`config.mk`:
```
export PLATFORM = sky130hd
export DESIGN_NAME = ecc2d_syndrome
export DESIGN_NICKNAME = d
export VERILOG_FILES = /design/src/rtl/ecc2d_pkg.sv /design/src/rtl/ecc2d_syndrome.sv
export SDC_FILE = /design/constraint.sdc
export NUM_CORES = 1
export LEC_CHECK = 0
export ABC_AREA = 0
export BUFFER_PORTS_ARGS = -buffer_cell sky130_fd_sc_hd__buf_2
export CAP_MARGIN = 10
export CELL_PAD_IN_SITES_DETAIL_PLACEMENT = 1
export CELL_PAD_IN_SITES_GLOBAL_PLACEMENT = 2
export CORE_ASPECT_RATIO = 0.9
export CORE_MARGIN = 2
export CORE_UTILIZATION = 17
export DETAILED_ROUTE_END_ITERATION = 6
export GPL_TIMING_DRIVEN = 0
export PLACE_DENSITY_LB_ADDON = 0.1
export RECOVER_POWER = 100
export SYNTH_ARGS = -nofsm -noshare
export SYNTH_HDL_FRONTEND = slang
export SYNTH_SLANG_ARGS = --single-unit
```
`constraint.sdc`:
```
create_clock -name vclk -period 0.8
set_input_delay 0.04 -clock vclk [all_inputs]
set_output_delay 0.04 -clock vclk [all_outputs]
set_load 0.05 [all_outputs]
```
`src/rtl/ecc2d_pkg.sv`:
```
// Shared constants, error classes and data-bit signature helper for the 2D SECDED decoder.
package ecc2d_pkg;

    localparam int unsigned CW_W   = 32;
    localparam int unsigned DATA_W = 16;
    localparam int unsigned CHK_W  = 16;
    localparam int unsigned POS_W  = 5;

    // Check bits are packed per group slot g as {D(g+1), P(g+1), C_g[1:0]}
    localparam int unsigned GRP_W  = 4;
    localparam int unsigned C_OFF  = 0;
    localparam int unsigned P_OFF  = 2;
    localparam int unsigned D_OFF  = 3;

    typedef enum logic [1:0] {
        CLEAN     = 2'd0,
        CORR_DATA = 2'd1,
        CORR_CHK  = 2'd2,
        UNCORR    = 2'd3
    } err_class_t;

    // 3-hot syndrome produced by a single flip of data bit k
    function automatic logic [CHK_W-1:0] sig(input logic [3:0] k);
        logic [1:0]       g;
        logic [1:0]       im1;
        logic             i_even;
        logic             dsel;
        logic [1:0]       dn;
        logic [CHK_W-1:0] s;
        g      = k[3:2];
        im1    = 2'd3 - k[1:0];
        i_even = im1[0];
        dsel   = g[0] ^ i_even;
        dn     = {g[1], dsel};
        s      = '0;
        s[4'(GRP_W * 32'(im1) + P_OFF)]                    = 1'b1;
        s[4'(GRP_W * 32'(g) + C_OFF + (i_even ? 0 : 1))]   = 1'b1;
        s[4'(GRP_W * 32'(dn) + D_OFF)]                     = 1'b1;
        return s;
    endfunction

endpackage

```
`src/rtl/ecc2d_syndrome.sv`:
```
// Combinational check-bit recompute and syndrome for one 32-bit 2D SECDED codeword.
module ecc2d_syndrome
    import ecc2d_pkg::*;
(
    input  logic [CW_W-1:0]  cw_i,
    output logic [CHK_W-1:0] syn_o
);

    logic [3:0]       a, b, c, d, p;
    logic [CHK_W-1:0] chk;

    // bit 3 of each group nibble is index 1, bit 0 is index 4
    assign {d, c, b, a} = cw_i[DATA_W-1:0];
    assign p = a ^ b ^ c ^ d;

    assign chk = {
        d[3] ^ c[2] ^ d[1] ^ c[0], p[0], d[3] ^ d[1], d[2] ^ d[0],
        c[3] ^ d[2] ^ c[1] ^ d[0], p[1], c[3] ^ c[1], c[2] ^ c[0],
        b[3] ^ a[2] ^ b[1] ^ a[0], p[2], b[3] ^ b[1], b[2] ^ b[0],
        a[3] ^ b[2] ^ a[1] ^ b[0], p[3], a[3] ^ a[1], a[2] ^ a[0]
    };

    assign syn_o = chk ^ cw_i[CW_W-1:DATA_W];

endmodule

```
==> results of run 1 <==
[Yosys cell counts]
library cell	count	area share (%)
xnor3_1	4	23
xnor2_1	20	44
xor2_1	4	8.9
xor3_1	4	24
[power groups by stage]
stage	Sequential (mW)	Clock [mW]	Combinational, mW
floorplan	0	0	1.14
finish	0	0	1.82
detailed placement	0	0	1.45
CTS	0	0	1.79
global route	0	0	1.90
global placement	0	0	1.44
[cell families (layout without fill, tap and decap cells)]
logic type,Yosys count,after routing,share of synthesized area (%)
XOR/XNOR,32,32,100
buffers and inverters,0,51,0
[how the worst max path moves through the flow]
stage          startpoint         to  slack [ns]
2_1_floorplan    cw_i[13]  syn_o[10]       -0.20
3_3_place_gp      cw_i[4]  syn_o[14]       -0.34
3_5_place_dp      cw_i[4]  syn_o[14]       -0.34
4_1_cts           cw_i[7]   syn_o[2]       -0.18
5_1_grt           cw_i[4]  syn_o[14]       -0.18
6_report         cw_i[14]   syn_o[6]       -0.14
[timing repair]
item | 4_1_cts | 5_1_grt
resized for setup | 64 | 12
buffers inserted | 3 | 0
endpoints found under the setup margin | 16 | 13
hold buffers | 0 | 0
pin swaps | 17 | 11
[per-stage QoR]
stage / setup slack, ns / instances / power [mW]
3_5_place_dp: -0.345 / 107 / 1.45
2_1_floorplan: -0.196 / 32 / 1.14
4_1_cts: -0.179 / 110 / 1.79
3_3_place_gp: -0.336 / 107 / 1.44
5_1_grt: -0.176 / 110 / 1.90
6_report: -0.143 / 110 / 1.82
[cell type report]
cell class | count | area (um^2)
Fill cell | 225 | 1010
Multi-Input combinational cell | 32 | 686
Tap cell | 27 | 33.8
Timing Repair Buffer | 51 | 455
[per-layer routing]
layer	vias to the layer above	track usage (%)	wire length (um)
li1	207	-	-
met1	179	10.5	393
met2	28	17.1	638
met3	0	0.909	137
met4	0	0	0
met5	-	0	0
[worst max-delay path, delay by kind of cell]
kind	cells	cell delay, ns
xor+xnor	2	0.61
buf+inv	2	0.25
==> run_results.csv, run 1 <==
group,metric,value,unit
yosys,synthCells,32,
power,p_sw,958,uW
cells_and_area,layout_commonest_cell,"buf_2",
outcome,status,"finished with violations",
place,io_buffer_count,48,
yosys,avgSynthCellArea,12.4,um^2
setup_path,path_cells,"buf_8, xnor3_2, xnor2_4, buf_6",
place,gp_congestion,0.686,
floorplanning,dieArea,2730,um^2
yosys,netlist_area,395,um^2
power,p_seq_share,0,%
setup_path,crit_type,"input port to primary output",
timing,hold_ws,0.398,ns
yosys,synth_warnings,0,
timing,rsz0062_at_grt,"true",
min_path,min_to,"syn_o[4]",
cells_and_area,clkbuf_count,0,
timing,layout_min_cycle_time,0.943,ns
place,dpl-instance-area,873,um^2
global_routing,grt_max_degree,3,
timing,finalHoldViolations,0,
floorplanning,dieHeight,49.8,um
timing,slew_viol_final,0,
setup_path,arrival,0.90,ns
timing,period_share,118,%
cells_and_area,layout_common_cells,"buf_2, buf_6, xnor2_4, buf_8, xnor2_2",
setup_path,required,0.76,ns
cells_and_area,diodes,0,
timing,worst_slack,-0.143,ns
min_path,min_from,"cw_i[20]",
cells_and_area,seq_cells,0,
timing,slew_headroom,73.8,%
floorplanning,die_x,54.8,um
route,vias,414,
yosys,ys_types,4,
global_routing,antenna_found_initial,0,
setup_path,cp-start-kind,"input port",
run,max-cap-violations,0,
outcome,violations,"negative setup slack",
cells_and_area,drive_gt1_share,95.2,%
cells_and_area,seqCellArea,0,um^2
route,drc,0,
floorplanning,core-area,2180,um^2
min_path,hold_depth,3,
setup_path,crit_slowest_cell,"xnor3_2",
power,internal-power,867,uW
timing,setup_viol,8,
setup_path,cp-end-kind,"primary output",
setup_path,critPathMaxStageDelay,0.46,ns
floorplanning,initial_core_util,18.1,%
global_routing,grt_pass1_wl,1.84,mm
route,dr.pass1.iters,1,
power,switching_share,52.5,%
cells_and_area,post-route-util,53.8,%
timing,fin_setup_tns,-0.954,ns
timing,worst_slew_pin_slew,0.391,ns
power,p_leak,0.583,nW
route,routedWlPerCell,10.6,um
yosys,yosysSeqAreaShare,0,%
cells_and_area,synthToLayoutAreaGrowth,197,%
global_routing,gr-usage-all-layers,8.79,%
route,drt-initial-drc-count,0,
power,ir_drop,0.765,mV
route,wl,1.17,mm
route,drtAntennaViolNets,0,
timing,clock.fmax,1060,MHz
power,p_clk_share,0,%
cells_and_area,final_area,1170,um^2
min_path,hold_class,"input port to primary output",
floorplanning,pin_count,48,
yosys,syn_nets,64,
setup_path,path_max_fanout,2,
floorplanning,num_rows,16,
cells_and_area,design.final.nets,117,
route,viasPerCell,3.76,
power,pwr-share-comb,100.0,%
global_routing,grt-ovfl-total,0,
global_routing,grt_pass1_vias,447,
power,powerDensity,1550,nW/um^2
Power figures use the tool's default switching activity.
==> run 2: changes to the inputs <==
Settings changed: MAX_ROUTING_LAYER from default to met4.
==> run 2 against run 1 <==
Total power is the same; utilization unchanged; critical endpoint unchanged; global-route usage rose by 0.23 points; the flow still finishes with violations (negative setup slack); worst setup slack unchanged; routed wire length is the same; largest power group unchanged.
==> run_results.csv, run 2 (synthesis results as in run 1) <==
group,metric,value,unit
route,wl,1.17,mm
setup_path,path_max_fanout,2,
timing,clock.fmax,1060,MHz
route,routedWlPerCell,10.6,um
cells_and_area,design.final.nets,117,
route,vias,414,
cells_and_area,multi_input_area,686,um^2
timing,finalHoldViolations,0,
cells_and_area,final_area,1170,um^2
global_routing,grt-ovfl-total,0,
place,gp_congestion,0.693,
timing,slew_viol_final,0,
place,pre_cts_ws,-0.345,ns
cells_and_area,seqCellArea,0,um^2
place,dpl-instance-area,873,um^2
outcome,status,"finished with violations",
run,max-cap-violations,0,
global_routing,antenna_found_initial,0,
route,dr.pass1.iters,1,
clock_network,cts_hold_buffers,0,
setup_path,critPathMaxStageDelay,0.46,ns
route,drc,0,
timing,setup_viol,8,
place,io_buffer_count,48,
floorplanning,pin_count,48,
setup_path,cp-end-kind,"primary output",
timing,period_share,118,%
outcome,violations,"negative setup slack",
route,drt-initial-drc-count,0,
setup_path,required,0.76,ns
cells_and_area,diodes,0,
global_routing,grt_pass1_wl,1.84,mm
timing,worst_slew_pin_slew,0.391,ns
route,viasPerCell,3.76,
power,ir_drop,0.765,mV
cells_and_area,n_fill_cell,225,
setup_path,cp-start-kind,"input port",
global_routing,gr-usage-all-layers,9.02,%
cells_and_area,clkbuf_count,0,
timing,slew_headroom,73.8,%
floorplanning,initial_core_util,18.1,%
floorplanning,dieHeight,49.8,um
cells_and_area,synthToLayoutAreaGrowth,197,%
power,powerDensity,1550,nW/um^2
global_routing,grt_pass1_vias,447,
timing,rsz0062_at_grt,"true",
global_routing,grt_max_degree,3,
floorplanning,die_x,54.8,um
setup_path,arrival,0.90,ns
floorplanning,dieArea,2730,um^2
timing,worst_slack,-0.143,ns
cells_and_area,layout_common_cells,"buf_2, buf_6, xnor2_4, buf_8, xnor2_2",
setup_path,crit_slowest_cell,"xnor3_2",
setup_path,crit_type,"input port to primary output",
min_path,hold_class,"input port to primary output",
floorplanning,num_rows,16,
power,p_leak,0.583,nW
floorplanning,core-area,2180,um^2
timing,layout_min_cycle_time,0.943,ns
setup_path,cp_top_family,"XOR/XNOR gates",
route,drtAntennaViolNets,0,
setup_path,path_buf_inv,2,
setup_path,path_cells,"buf_8, xnor3_2, xnor2_4, buf_6",
cells_and_area,drive_gt1_share,95.2,%
cells_and_area,seq_cells,0,
cells_and_area,layout_commonest_cell,"buf_2",
==> run 2: final cells by class <==
class	instances	share of cell area (%)
Multi-Input combinational cell	32	58.4
Timing Repair Buffer	51	38.8
Tap cell	27	2.88
==> run 2: routing by layer <==
metal	up-vias	share of wire, %	track usage, %
met1	179	34	10.7
met5	-	0	-
met3	0	11	0.606
li1	207	-	-
met4	0	0	0
met2	28	55	17.1
==> run 2: path summary, 6_finish.rpt <==
check             startpoint  endpoint  slack [ns]  depth (start not counted)
setup / recovery    cw_i[14]  syn_o[6]       -0.14                          4
hold / removal      cw_i[20]  syn_o[4]        0.40                          3
==> run 2: timing repair <==
item                                    4_1_cts  5_1_grt
hold endpoints to repair                      0        0
endpoints found under the setup margin       16       13
pin swaps                                    17       11
buffers inserted                              3        0
gates resized for setup                      64       12
cloned                                        0        0
==> run 2: stage by stage <==
step | utilization, % | hold slack, ns | TNS (ns) | std cells | total power [mW]
floorplan | - | 0.272 | -0.645 | 32 | 1.14
global placement | 40.0 | 0.438 | -2.98 | 107 | 1.44
detailed placement | 40.0 | 0.442 | -3.05 | 107 | 1.45
CTS | 51.6 | 0.397 | -1.08 | 110 | 1.79
global route | 53.8 | 0.411 | -1.25 | 110 | 1.90
finish | 53.8 | 0.398 | -0.954 | 110 | 1.82
==> run 2: power breakdown <==
part	internal, mW	total [mW]	switching (mW)
Clock	0	0	0
Combinational	0.867	1.82	0.958
Sequential	0	0	0
Total	0.867	1.82	0.958
